### src/rtl/btn_event_arbiter.sv
// btn_event_arbiter: debounces N push-buttons and serves their press events round-robin on a valid/ready channel.
// Define BTN_AUTOREPEAT_EN to add per-button auto-repeat while a button is held.
module btn_event_arbiter #(
    parameter int N_BTN      = 4,
    parameter int SAMPLE_DIV = 100000,
    parameter int STABLE_CNT = 4,
    parameter int REPEAT_DLY = 50,
    parameter int REPEAT_PER = 10
) (
    input  logic                     i_clk,
    input  logic                     i_rst_n,
    input  logic [N_BTN-1:0]         i_btn_in,
    input  logic                     i_evt_ready,
    output logic                     o_evt_valid,
    output logic [$clog2(N_BTN)-1:0] o_evt_id,
    output logic [N_BTN-1:0]         o_btn_level,
    output logic                     o_evt_drop
);
    localparam int IW = $clog2(N_BTN);
    localparam int DW = $clog2(SAMPLE_DIV);
    localparam int CW = $clog2(STABLE_CNT + 1);

    typedef enum logic {S_IDLE, S_PRESENT} state_t;

    state_t           r_state, w_state_nxt;
    logic [N_BTN-1:0] r_sync1, r_sync2, r_level, r_level_d, r_pending;
    logic [N_BTN-1:0] w_set, w_clr, w_rpt_fire;
    logic [CW-1:0]    r_cnt [N_BTN];
    logic [DW-1:0]    r_div;
    logic [IW-1:0]    r_evt_id, r_rr_ptr, w_sel;
    logic             r_drop, w_tick, w_grant, w_accept;

    if (N_BTN < 2 || SAMPLE_DIV < 2 || STABLE_CNT < 1 || REPEAT_DLY < 1 || REPEAT_PER < 1) begin : g_param_check
        $error("btn_event_arbiter: parameter out of range");
    end

    function automatic logic [IW-1:0] f_wrap(input int v);
        return IW'(v >= N_BTN ? v - N_BTN : v);
    endfunction

    assign w_tick = (r_div == DW'(SAMPLE_DIV - 1));

    always_ff @(posedge i_clk or negedge i_rst_n) begin
        if (!i_rst_n) begin
            r_sync1 <= '0;
            r_sync2 <= '0;
            r_div   <= '0;
        end else begin
            r_sync1 <= i_btn_in;
            r_sync2 <= r_sync1;
            r_div   <= w_tick ? '0 : r_div + DW'(1);
        end
    end

    // A level flips only after STABLE_CNT consecutive ticks disagreeing with it
    always_ff @(posedge i_clk or negedge i_rst_n) begin
        if (!i_rst_n) begin
            r_level   <= '0;
            r_level_d <= '0;
            for (int i = 0; i < N_BTN; i++) r_cnt[i] <= '0;
        end else begin
            r_level_d <= r_level;
            for (int i = 0; i < N_BTN; i++) begin
                if (w_tick) begin
                    if (r_sync2[i] == r_level[i]) begin
                        r_cnt[i] <= '0;
                    end else if (r_cnt[i] == CW'(STABLE_CNT - 1)) begin
                        r_level[i] <= ~r_level[i];
                        r_cnt[i]   <= '0;
                    end else begin
                        r_cnt[i] <= r_cnt[i] + CW'(1);
                    end
                end
            end
        end
    end

`ifdef BTN_AUTOREPEAT_EN
    localparam int RMAX = (REPEAT_DLY > REPEAT_PER) ? REPEAT_DLY : REPEAT_PER;
    localparam int RW   = $clog2(RMAX + 1);

    logic [RW-1:0]    r_rpt [N_BTN];
    logic [N_BTN-1:0] r_armed;

    always_comb begin
        w_rpt_fire = '0;
        for (int i = 0; i < N_BTN; i++)
            w_rpt_fire[i] = w_tick && r_level[i] &&
                            (r_rpt[i] == RW'((r_armed[i] ? REPEAT_PER : REPEAT_DLY) - 1));
    end

    // r_armed marks that the first (long) delay has elapsed; later repeats use the short period
    always_ff @(posedge i_clk or negedge i_rst_n) begin
        if (!i_rst_n) begin
            r_armed <= '0;
            for (int i = 0; i < N_BTN; i++) r_rpt[i] <= '0;
        end else begin
            for (int i = 0; i < N_BTN; i++) begin
                if (!r_level[i]) begin
                    r_rpt[i]   <= '0;
                    r_armed[i] <= 1'b0;
                end else if (w_rpt_fire[i]) begin
                    r_rpt[i]   <= '0;
                    r_armed[i] <= 1'b1;
                end else if (w_tick) begin
                    r_rpt[i] <= r_rpt[i] + RW'(1);
                end
            end
        end
    end
`else
    assign w_rpt_fire = '0;
`endif

    assign w_set = (r_level & ~r_level_d) | w_rpt_fire;

    always_comb begin
        w_sel = r_rr_ptr;
        for (int k = N_BTN - 1; k >= 0; k--)
            if (r_pending[f_wrap(int'(r_rr_ptr) + k)]) w_sel = f_wrap(int'(r_rr_ptr) + k);
        w_grant     = (r_state == S_IDLE) && (|r_pending);
        w_accept    = (r_state == S_PRESENT) && i_evt_ready;
        w_clr       = w_grant ? N_BTN'(1) << w_sel : '0;
        w_state_nxt = w_grant ? S_PRESENT : (w_accept ? S_IDLE : r_state);
    end

    // A set arriving alongside the grant clear survives, so it is not counted as a drop
    always_ff @(posedge i_clk or negedge i_rst_n) begin
        if (!i_rst_n) begin
            r_state   <= S_IDLE;
            r_pending <= '0;
            r_drop    <= 1'b0;
            r_evt_id  <= '0;
            r_rr_ptr  <= '0;
        end else begin
            r_state   <= w_state_nxt;
            r_pending <= (r_pending & ~w_clr) | w_set;
            r_drop    <= |(w_set & r_pending & ~w_clr);
            if (w_grant) r_evt_id <= w_sel;
            if (w_accept) r_rr_ptr <= f_wrap(int'(r_evt_id) + 1);
        end
    end

    assign o_evt_valid = (r_state == S_PRESENT);
    assign o_evt_id    = r_evt_id;
    assign o_btn_level = r_level;
    assign o_evt_drop  = r_drop;
endmodule

### config.mk
export PLATFORM = sky130hd
export DESIGN_NAME = btn_event_arbiter
export DESIGN_NICKNAME = d
export VERILOG_FILES = /design/src/rtl/btn_event_arbiter.sv
export SDC_FILE = /design/constraint.sdc
export NUM_CORES = 1
export LEC_CHECK = 0
export CORE_ASPECT_RATIO = 1.5
export CORE_MARGIN = 5
export CORE_UTILIZATION = 60
export CTS_CLUSTER_SIZE = 24
export DETAILED_ROUTE_END_ITERATION = 12
export PLACE_DENSITY = 0.81
export SYNTH_ARGS = -nofsm -noshare
export SYNTH_HDL_FRONTEND = slang
export SYNTH_SLANG_ARGS = --single-unit
### constraint.sdc
create_clock -name i_clk -period 4.4 [get_ports i_clk]
set_input_delay 0.88 -clock i_clk [delete_from_list [all_inputs] [get_ports i_clk]]
set_output_delay 0.88 -clock i_clk [all_outputs]
set_load 0.1 [all_outputs]
==> metrics.cfg, run 1 <==
[status]
status=complete, no violations

[timing]
min_period_over_period_pct=64.36
finalMaxSlewViolations=0
setup_viol=0
worstMarginPinSlew_ns=0.9760
final-hold-violation-count=0
slew_headroom_pct=34.73
max_freq_mhz=353.1
layout_setup_ws_ns=1.568
setup_tns_ns=0
fin_crit_ns=2.832
fin_skew_ns=0.01380
rsz0062_at_grt=no
fin_hold_ws_ns=0.3460

[die]
floorplan.initialDensity_pct=61.48
core_mm2=0.003924
placementRows=28
die_h_um=87.66
dieArea_mm2=0.005415
dieWidth_um=61.77
ios=15

[detailed_routing]
antenna_left=0
drc_errors=0
routedWlPerCell_um=13.85
drt_wl_total_um=3919
num_vias=1578
routed_via_density=5.576
dr.first_iter.drc_count=62
drtPass1Iterations=4

[worst_setup_path]
crit_required_ns=3.52
critical_path_class=flop to primary output
timing.rr.start=r_div[13]$_DFF_PN0_
critPathArrivalTime_ns=1.95
startpoint_type=flop
r2r_slack_ns=1.81
slowest_delay_ns=1.17
crit_start=o_btn_level[3]$_DFFE_PN0P_
critPathMaxFanout=6
cp_num_buf_inv=1
crit_chain=clkdlybuf4s50_1
cp_top_family=buffers and inverters
slowest_stage=clkdlybuf4s50_1
worstSetupEndpointType=primary output

[power]
p_per_area_mw_per_mm2=321.9
power_mw=0.8643
leakage_nw=1.209
vdd_drop_max_mv=0.3494

[place]
gp_congestion=0.7653
dpl.cell_count=275
post-place-ws_ns=1.753
port-buffer-count=14
dp_hpwl_um=2824

[clock_tree]
post_cts_resized=0
clock_latency_ns=0.31
h-tree-depth=2
cts_tree=yes
cts_sinks=55
post_cts_buffers=0
clock-root-buffer=clkbuf_8
cts_hold_buf=0
cts_buffer_depth=2
cts_made_buffers=5
clkTransAtPathRegs_ns=0.10

[synthesis]
ys_seq_area_share_pct=57.05
synth_cells=220
ys.flop_type=dfrtp_1
avgSynthCellArea_um2=10.97
synth_area_leaders=dfrtp_1 57%, o21ai_0 3.7%, xnor2_1 3.6%
syn_nets=232
synthArstFlopShare_pct=100.0
yosysUniqueCellTypes=40
synth_edf_count=0
synth_top_area_cell=dfrtp_1
ys_seq_elements=55
synth-warning-count=0
synth_top_cell_area_share_pct=57.05
synth_area_mm2=0.002412

[global_route]
grt_max_degree=42
grt_remaining_overflow=0
gr-usage-all-layers_pct=16.38
met3_usage_pct=4.425
grt_pass1_wl_um=6686
grt_antenna_before_repair=0
grt_pass1_vias=1555
gr-max-usage-layer=met2
use_met2_pct=28.60
grt_util_met1_pct=18.51

[worst_hold_path]
hold_class=flop to flop
hold_path.startpoint=r_sync1[3]$_DFF_PN0_

[flow_run]
cap_viol_max_count=0

[cells_and_area]
diodes=0
area_delta_synth_final_pct=11.31
drive_gt1_share_pct=8.403
layout_commonest_cell=dfrtp_1
final_nets=249
final_cell_mix=55 x dfrtp_1, 18 x o21ai_0, 17 x inv_1, 17 x nand2_1, 14 x nand3_1
fin_cells=283

-- registers in the layout (all words and copies together), names as in the netlist --
signal       count
o_btn_level      4
o_evt_drop       1
o_evt_id         2
o_evt_valid      1
r_cnt           12
r_div           17
r_level_d        4
r_pending        4
r_rr_ptr         2
r_sync1          4
r_sync2          4
-- worst paths after layout --
kind | to | cells after the start
max | o_btn_level[3] | 1
max reg2reg | o_btn_level[0]$_DFFE_PN0P_ | 5
max in group asynchronous | r_div[8]$_DFF_PN0_ | 2
min in group asynchronous | r_cnt[8]$_DFFE_PN0N_ | 1
min | r_sync2[3]$_DFF_PN0_ | 0
min reg2reg | r_sync2[3]$_DFF_PN0_ | 0
-- layer usage --
metal / share of wire [%] / vias to the layer above / routed length (um)
met5: 0 / - / 0
met4: 2.2 / 0 / 85
met3: 2.9 / 8 / 115
met2: 54 / 25 / 2116
met1: 41 / 760 / 1602
li1: - / 785 / -
-- Yosys cell counts, types with 3 or more instances --
cell type,instances
a21oi_1,11
and4_1,3
dfrtp_1,55
ha_1,5
inv_1,17
mux2_2,3
mux2_4,3
nand2_1,17
nand3_1,14
nand4_1,3
nor2_1,10
nor2b_1,3
nor3_1,4
o21ai_0,18
or2_2,3
or3_1,3
xnor2_1,10
xor2_1,8
-- power by group --
group          switching, mW  internal (mW)  total, mW  leakage [nW]
sequential           0.00186          0.509      0.511         0.736
clock                  0.163          0.171      0.334        0.0548
combinational         0.0120        0.00733     0.0193         0.418
total                  0.177          0.687      0.864          1.21
-- layout make-up --
type                            count  area [um^2]
Inverter                           17        63.81
Sequential cell                    55         1376
Fill cell                         305         1239
Clock inverter                      3        46.29
Tap cell                           45        56.30
Timing Repair Buffer               16        150.1
Multi-Input combinational cell    142        923.4
Clock buffer                        5        68.82
-- cell families after synthesis --
logic type | synth area share [%]
buffers and inverters | 4.668
XOR/XNOR | 6.535
AO/OA/AOI/OAI | 9.285
AND/OR/NAND/NOR | 15.77
adder cells (fa/ha/maj) | 2.593
flip-flops | 57.05
multiplexers | 4.097
-- metrics by stage --
stage               instance area, um^2  utilization (%)
floorplan                          2412                -
global placement                   2570            65.50
detailed placement                 2570            65.50
CTS                                2685            68.43
global route                       2685            68.43
finish                             2685            68.43
(Power assumes the default switching activity.)
==> run 2: changes to the inputs <==
--- a/config.mk
+++ b/config.mk
@@ -7,10 +7,10 @@
 export LEC_CHECK = 0
 export CORE_ASPECT_RATIO = 1.5
 export CORE_MARGIN = 5
-export CORE_UTILIZATION = 60
+export CORE_UTILIZATION = 58
 export CTS_CLUSTER_SIZE = 24
 export DETAILED_ROUTE_END_ITERATION = 12
-export PLACE_DENSITY = 0.81
+export PLACE_DENSITY = 0.79
 export SYNTH_ARGS = -nofsm -noshare
 export SYNTH_HDL_FRONTEND = slang
 export SYNTH_SLANG_ARGS = --single-unit
==> constraint.sdc (replaced) <==
create_clock -name i_clk -period 2.9 [get_ports i_clk]
set_input_delay 0.58 -clock i_clk [delete_from_list [all_inputs] [get_ports i_clk]]
set_output_delay 0.58 -clock i_clk [all_outputs]
set_load 0.1 [all_outputs]
==> metrics.cfg, run 2 (synthesis gave the netlist of run 1 again) <==
[clock_tree]
clkTransAtPathRegs_ns=0.09  ; about the same
cts_sinks=55  ; unchanged
cts_made_buffers=5  ; unchanged
h-tree-depth=2  ; unchanged
post_cts_buffers=0  ; unchanged
cts_tree=yes
clock_latency_ns=0.30  ; about the same
cts_buffer_depth=2  ; unchanged
post_cts_resized=0  ; unchanged
cts_hold_buf=0  ; unchanged
clock-root-buffer=clkbuf_8

[timing]
fin_skew_ns=0.009828  ; -0.003976 ns
final-hold-violation-count=0  ; unchanged
finalMaxSlewViolations=0  ; unchanged
fin_crit_ns=2.212
setup_viol=0  ; unchanged
min_period_over_period_pct=76.27
rsz0062_at_grt=no
setup_tns_ns=0  ; unchanged
max_freq_mhz=452.1
worstMarginPinSlew_ns=0.6550  ; -0.3210 ns
slew_headroom_pct=56.34  ; +22 points

[worst_setup_path]
r2r_cells=6  ; +1
worstSetupEndpointType=flop
startpoint_type=flop
r2r_slack_ns=0.69  ; -1.12 ns
critical_path_class=flop to flop
slowest_stage=or4b_1
critPathArrivalTime_ns=2.41  ; +0.46 ns
r2r-end=o_btn_level[0]$_DFFE_PN0P_
crit_required_ns=3.10  ; -0.42 ns
crit_start=r_div[13]$_DFF_PN0_
critPathMaxFanout=19  ; +13
endpoint=o_btn_level[0]$_DFFE_PN0P_
crit_chain=or4b_1 -> nor4b_1 -> and4_1 -> buf_4 -> nand3_1 -> mux2_4
timing.rr.start=r_div[13]$_DFF_PN0_
slowest_delay_ns=0.53  ; -0.64 ns

[die]
die_h_um=88.99  ; +1.5%
core_mm2=0.003994  ; +1.8%
dieArea_mm2=0.005575  ; +3.0%
ios=15  ; unchanged
placementRows=28  ; unchanged
dieWidth_um=62.66  ; +1.4%
floorplan.initialDensity_pct=60.40  ; -1.1 points

[detailed_routing]
routed_via_density=5.627  ; +0.91%
antenna_left=0  ; unchanged
drc_errors=0  ; unchanged
dr.first_iter.drc_count=49  ; -21%
num_vias=1598  ; +1.3%
routedWlPerCell_um=13.57  ; -2.0%
drt_wl_total_um=3853  ; -1.7%
drtPass1Iterations=4  ; unchanged

[power]
vdd_drop_max_mv=0.4668  ; +34%
p_per_area_mw_per_mm2=453.6  ; +41%
power_mw=1.199  ; +39%
switching_power_mw=0.2468  ; +40%
leakage_nw=1.217  ; +0.70%
p_int_mw=0.9519  ; +38%
clockPowerShare_pct=33.0  ; -5.7 points
swShare_pct=20.59  ; +0.12 points
seqPwrFrac_pct=64.6  ; +5.5 points
combPwrFrac_pct=2.4  ; +0.2 points

[cells_and_area]
largest_register=r_div
final_nets=250  ; +0.40%
area_delta_synth_final_pct=9.543
multi_input_area_um2=923.4  ; unchanged
final_cell_mix=55 x dfrtp_1, 18 x o21ai_0, 17 x inv_1, 17 x nand2_1, 14 x nand3_1
fin_cells=284  ; +0.35%
drive_gt1_share_pct=11.72  ; +3.3 points
layout_commonest_cell=dfrtp_1
top_regs=r_div: 17 flops, r_cnt: 12 flops
fillCellCount=298  ; -2.3%
final_area_mm2=0.002643  ; -1.6%
regArea_mm2=0.001376  ; unchanged
diodes=0  ; unchanged
largest_reg_flops=17  ; unchanged

[global_route]
grt_pass1_wl_um=7093  ; +6.1%
grt_pass1_vias=1638  ; +5.3%
grt_max_degree=56  ; +33%
grt_antenna_before_repair=0  ; unchanged
grt_remaining_overflow=0  ; unchanged
gr-usage-all-layers_pct=16.21  ; -0.17 points

[place]
port-buffer-count=14  ; unchanged
dp_hpwl_um=2801  ; -0.83%
gp_congestion=0.7548  ; -1.4%
placed_area_mm2=0.002557  ; -0.49%
dpl.cell_count=276  ; +0.36%

[worst_hold_path]
hold_class=flop to flop

[flow_run]
cap_viol_max_count=0  ; unchanged

[status]
status=complete, no violations

run 2: changes by cell type in the layout (fill, tap and decap cells not counted):
| cell | before | now |
|---|---|---|
| clkbuf_1 | 0 | 1 |
| clkdlybuf4s50_1 | 13 | 5 |
| clkinv_2 | 0 | 1 |
| buf_4 | 2 | 11 |
| bufinv_16 | 1 | 0 |
| inv_6 | 1 | 0 |
run 2: how the worst min path moves through the flow:
stage / start / to / cells past startpoint
2_1_floorplan: i_rst_n / o_btn_level[0]$_DFFE_PN0P_ / 0
3_3_place_gp: r_sync1[2]$_DFF_PN0_ / r_sync2[2]$_DFF_PN0_ / 0
3_5_place_dp: r_sync1[1]$_DFF_PN0_ / r_sync2[1]$_DFF_PN0_ / 0
4_1_cts: r_sync1[1]$_DFF_PN0_ / r_sync2[1]$_DFF_PN0_ / 0
5_1_grt: r_sync1[3]$_DFF_PN0_ / r_sync2[3]$_DFF_PN0_ / 0
6_report: r_sync1[3]$_DFF_PN0_ / r_sync2[3]$_DFF_PN0_ / 0
run 2: layout make-up:
type / count / area share [%]
clock buffers: 6 / 2.746
clock inverters: 2 / 0.4735
inverters: 17 / 2.415
multi-input cells: 142 / 34.94
flip-flops and latches: 55 / 52.08
well taps: 45 / 2.131
repair buffers: 17 / 5.208
run 2: per-stage QoR:
step	hold slack (ns)	utilization (%)	worst slack, ns
after CTS	0.3475	66.17	0.6847
after global routing	0.3673	66.17	0.5541
final	0.3531	66.17	0.6882
after global placement	0.3338	64.04	0.7140
after detailed placement	0.3355	64.04	0.6865
after floorplan	0.2844	-	0.8768
run 2: worst max-delay path: cells and delay by family, from the launching register on:
kind / cells / cell delay [ns]
muxes: 1 / 0.30
and+or+nand+nor: 4 / 1.17
DFF: 1 / 0.41
buffers and inverters: 1 / 0.22
run 2: metal layers:
metal	GRT usage (%)	up-vias	wire length (um)
met5	0	-	0
met4	7.722	0	81
met3	3.899	5	129
met2	30.47	19	2078
met1	16.93	784	1563
li1	-	790	-
run 2: power groups by stage:
stage / clock network [mW] / logic, mW / registers, mW
6_report: 0.395 / 0.0289 / 0.775
4_1_cts: 0.420 / 0.0304 / 0.775
2_1_floorplan: 0 / 0.00631 / 0.789
3_3_place_gp: 0 / 0.0296 / 0.790
3_5_place_dp: 0 / 0.0302 / 0.790
5_1_grt: 0.459 / 0.0338 / 0.776
==> run 3: changes to the inputs <==
==> constraint.sdc (replaced) <==
create_clock -name i_clk -period 2.2 [get_ports i_clk]
set_input_delay 0.44 -clock i_clk [delete_from_list [all_inputs] [get_ports i_clk]]
set_output_delay 0.44 -clock i_clk [all_outputs]
set_load 0.1 [all_outputs]
==> metrics.cfg, run 3 (synthesis gave the netlist of run 1 again) <==
[place]
gp_congestion=0.7826  ; +3.7%
post-place-ws_ns=0.1085  ; -0.5780 ns
dp_hpwl_um=2997  ; +7.0%
port-buffer-count=14  ; unchanged
placed_area_mm2=0.002592  ; +1.4%

[clock_tree]
cts_buffer_depth=2  ; unchanged
clock-root-buffer=clkbuf_8
cts_tree=yes
clock_latency_ns=0.30  ; about the same
clkTransAtPathRegs_ns=0.09  ; about the same
h-tree-depth=2  ; unchanged
post_cts_buffers=0  ; unchanged
cts_hold_buf=0  ; unchanged
cts_made_buffers=5  ; unchanged
cts_sinks=55  ; unchanged
post_cts_resized=0  ; unchanged

[die]
floorplan.initialDensity_pct=60.40  ; unchanged
die_h_um=88.99  ; unchanged
placementRows=28  ; unchanged
dieArea_mm2=0.005575  ; unchanged
core_mm2=0.003994  ; unchanged
ios=15  ; unchanged
dieWidth_um=62.66  ; unchanged

[cells_and_area]
largest_register=r_div
fin_util_pct=67.04  ; +0.88 points
top_regs=r_div: 17 flops, r_cnt: 12 flops
layout_commonest_cell=dfrtp_1
final_area_mm2=0.002678  ; +1.3%
largest_reg_flops=17  ; unchanged
drive_gt1_share_pct=12.81  ; +1.1 points
area_delta_synth_final_pct=11.00
diodes=0  ; unchanged
final_nets=253  ; +1.2%
final_cell_mix=55 x dfrtp_1, 18 x o21ai_0, 17 x inv_1, 17 x nand2_1, 14 x nand3_1

[timing]
fin_skew_ns=0.005671  ; -0.004158 ns
layout_setup_ws_ns=0.09215  ; -0.5960 ns
final-hold-violation-count=0  ; unchanged
fin_crit_ns=2.108  ; -0.1040 ns
setup_tns_ns=0  ; unchanged
rsz0062_at_grt=no
slew_headroom_pct=62.70  ; +6.4 points
worstMarginPinSlew_ns=0.5595  ; -0.09547 ns
min_period_over_period_pct=95.81  ; +20 points
setup_viol=0  ; unchanged
max_freq_mhz=474.4  ; +4.9%
finalMaxSlewViolations=0  ; unchanged

[worst_setup_path]
worstSetupEndpointType=flop
critPathMaxFanout=14  ; -5
startpoint_type=flop
critical_path_class=flop to flop
critPathArrivalTime_ns=2.30  ; -0.11 ns
crit_required_ns=2.39  ; -0.71 ns

[status]
status=complete, no violations

[global_route]
grt_max_degree=34  ; -39%
grt_pass1_wl_um=7320  ; +3.2%
grt_pass1_vias=1655  ; +1.0%
grt_antenna_before_repair=0  ; unchanged
gr-usage-all-layers_pct=16.69  ; +0.49 points
grt_remaining_overflow=0  ; unchanged

[detailed_routing]
dr.first_iter.drc_count=67  ; +37%
num_vias=1577  ; -1.3%
routed_via_density=5.495  ; -2.3%
drtPass1Iterations=4  ; unchanged
routedWlPerCell_um=14.05  ; +3.6%
drc_errors=0  ; unchanged
antenna_left=0  ; unchanged
drt_wl_total_um=4032  ; +4.6%

[power]
leakage_nw=1.238  ; +1.7%
vdd_drop_max_mv=0.4719  ; +1.1%
p_per_area_mw_per_mm2=592.7  ; +31%

[worst_hold_path]
hold_class=primary input to async pin

[flow_run]
cap_viol_max_count=0  ; unchanged

run 3: per-stage QoR:
stage | hold WS [ns] | power, mW | instances
after CTS | 0.1058 | 1.611 | 287
after floorplan | 0.1444 | 1.049 | 220
after global routing | 0.1258 | 1.665 | 287
final | 0.1020 | 1.587 | 287
after global placement | 0.3314 | 1.083 | 279
after detailed placement | 0.3355 | 1.085 | 279
run 3: power by group:
part / internal [mW] / total (mW) / switching [mW]
clock: 0.223 / 0.524 / 0.301
sequential: 1.02 / 1.02 / 0.00402
combinational: 0.0171 / 0.0418 / 0.0248
run 3: path summary, 6_finish.rpt:
check	from	to	slack [ns]	cells after the start
max	r_div[13]$_DFF_PN0_	o_btn_level[0]$_DFFE_PN0P_	0.09	6
min	i_rst_n	r_sync1[1]$_DFF_PN0_	0.10	1
max reg2reg	r_div[13]$_DFF_PN0_	o_btn_level[0]$_DFFE_PN0P_	0.09	6
min reg2reg	r_sync1[2]$_DFF_PN0_	r_sync2[2]$_DFF_PN0_	0.35	0
max in group asynchronous	i_rst_n	r_div[15]$_DFF_PN0_	1.55	2
min in group i_clk	r_sync1[2]$_DFF_PN0_	r_sync2[2]$_DFF_PN0_	0.35	0
run 3: final cells by class:
| cell class | instances | area [um^2] |
|---|---|---|
| fill | 327 | 1316 |
| sequential | 55 | 1376 |
| inverter | 17 | 63.81 |
| tap | 45 | 56.30 |
| clock inverter | 2 | 12.51 |
| timing repair buffer | 20 | 172.7 |
| clock buffer | 6 | 72.57 |
| multi-input combinational | 142 | 923.4 |
run 3: layer usage:
metal / part of all wire [%] / wire, um / GRT usage [%]
met3: 2.7 / 109 / 3.774
met2: 54 / 2169 / 30.85
met1: 41 / 1672 / 18.02
met5: 0 / 0 / 0
met4: 2.0 / 80 / 8.108
run 3: worst max-delay path: stages, from the launching register on:
cell and delay, ns:
dfrtp_1 0.39, or4b_1 0.51, nor4b_1 0.26, and4_1 0.24, buf_4 0.19, nand3_1 0.11, mux2_4 0.30
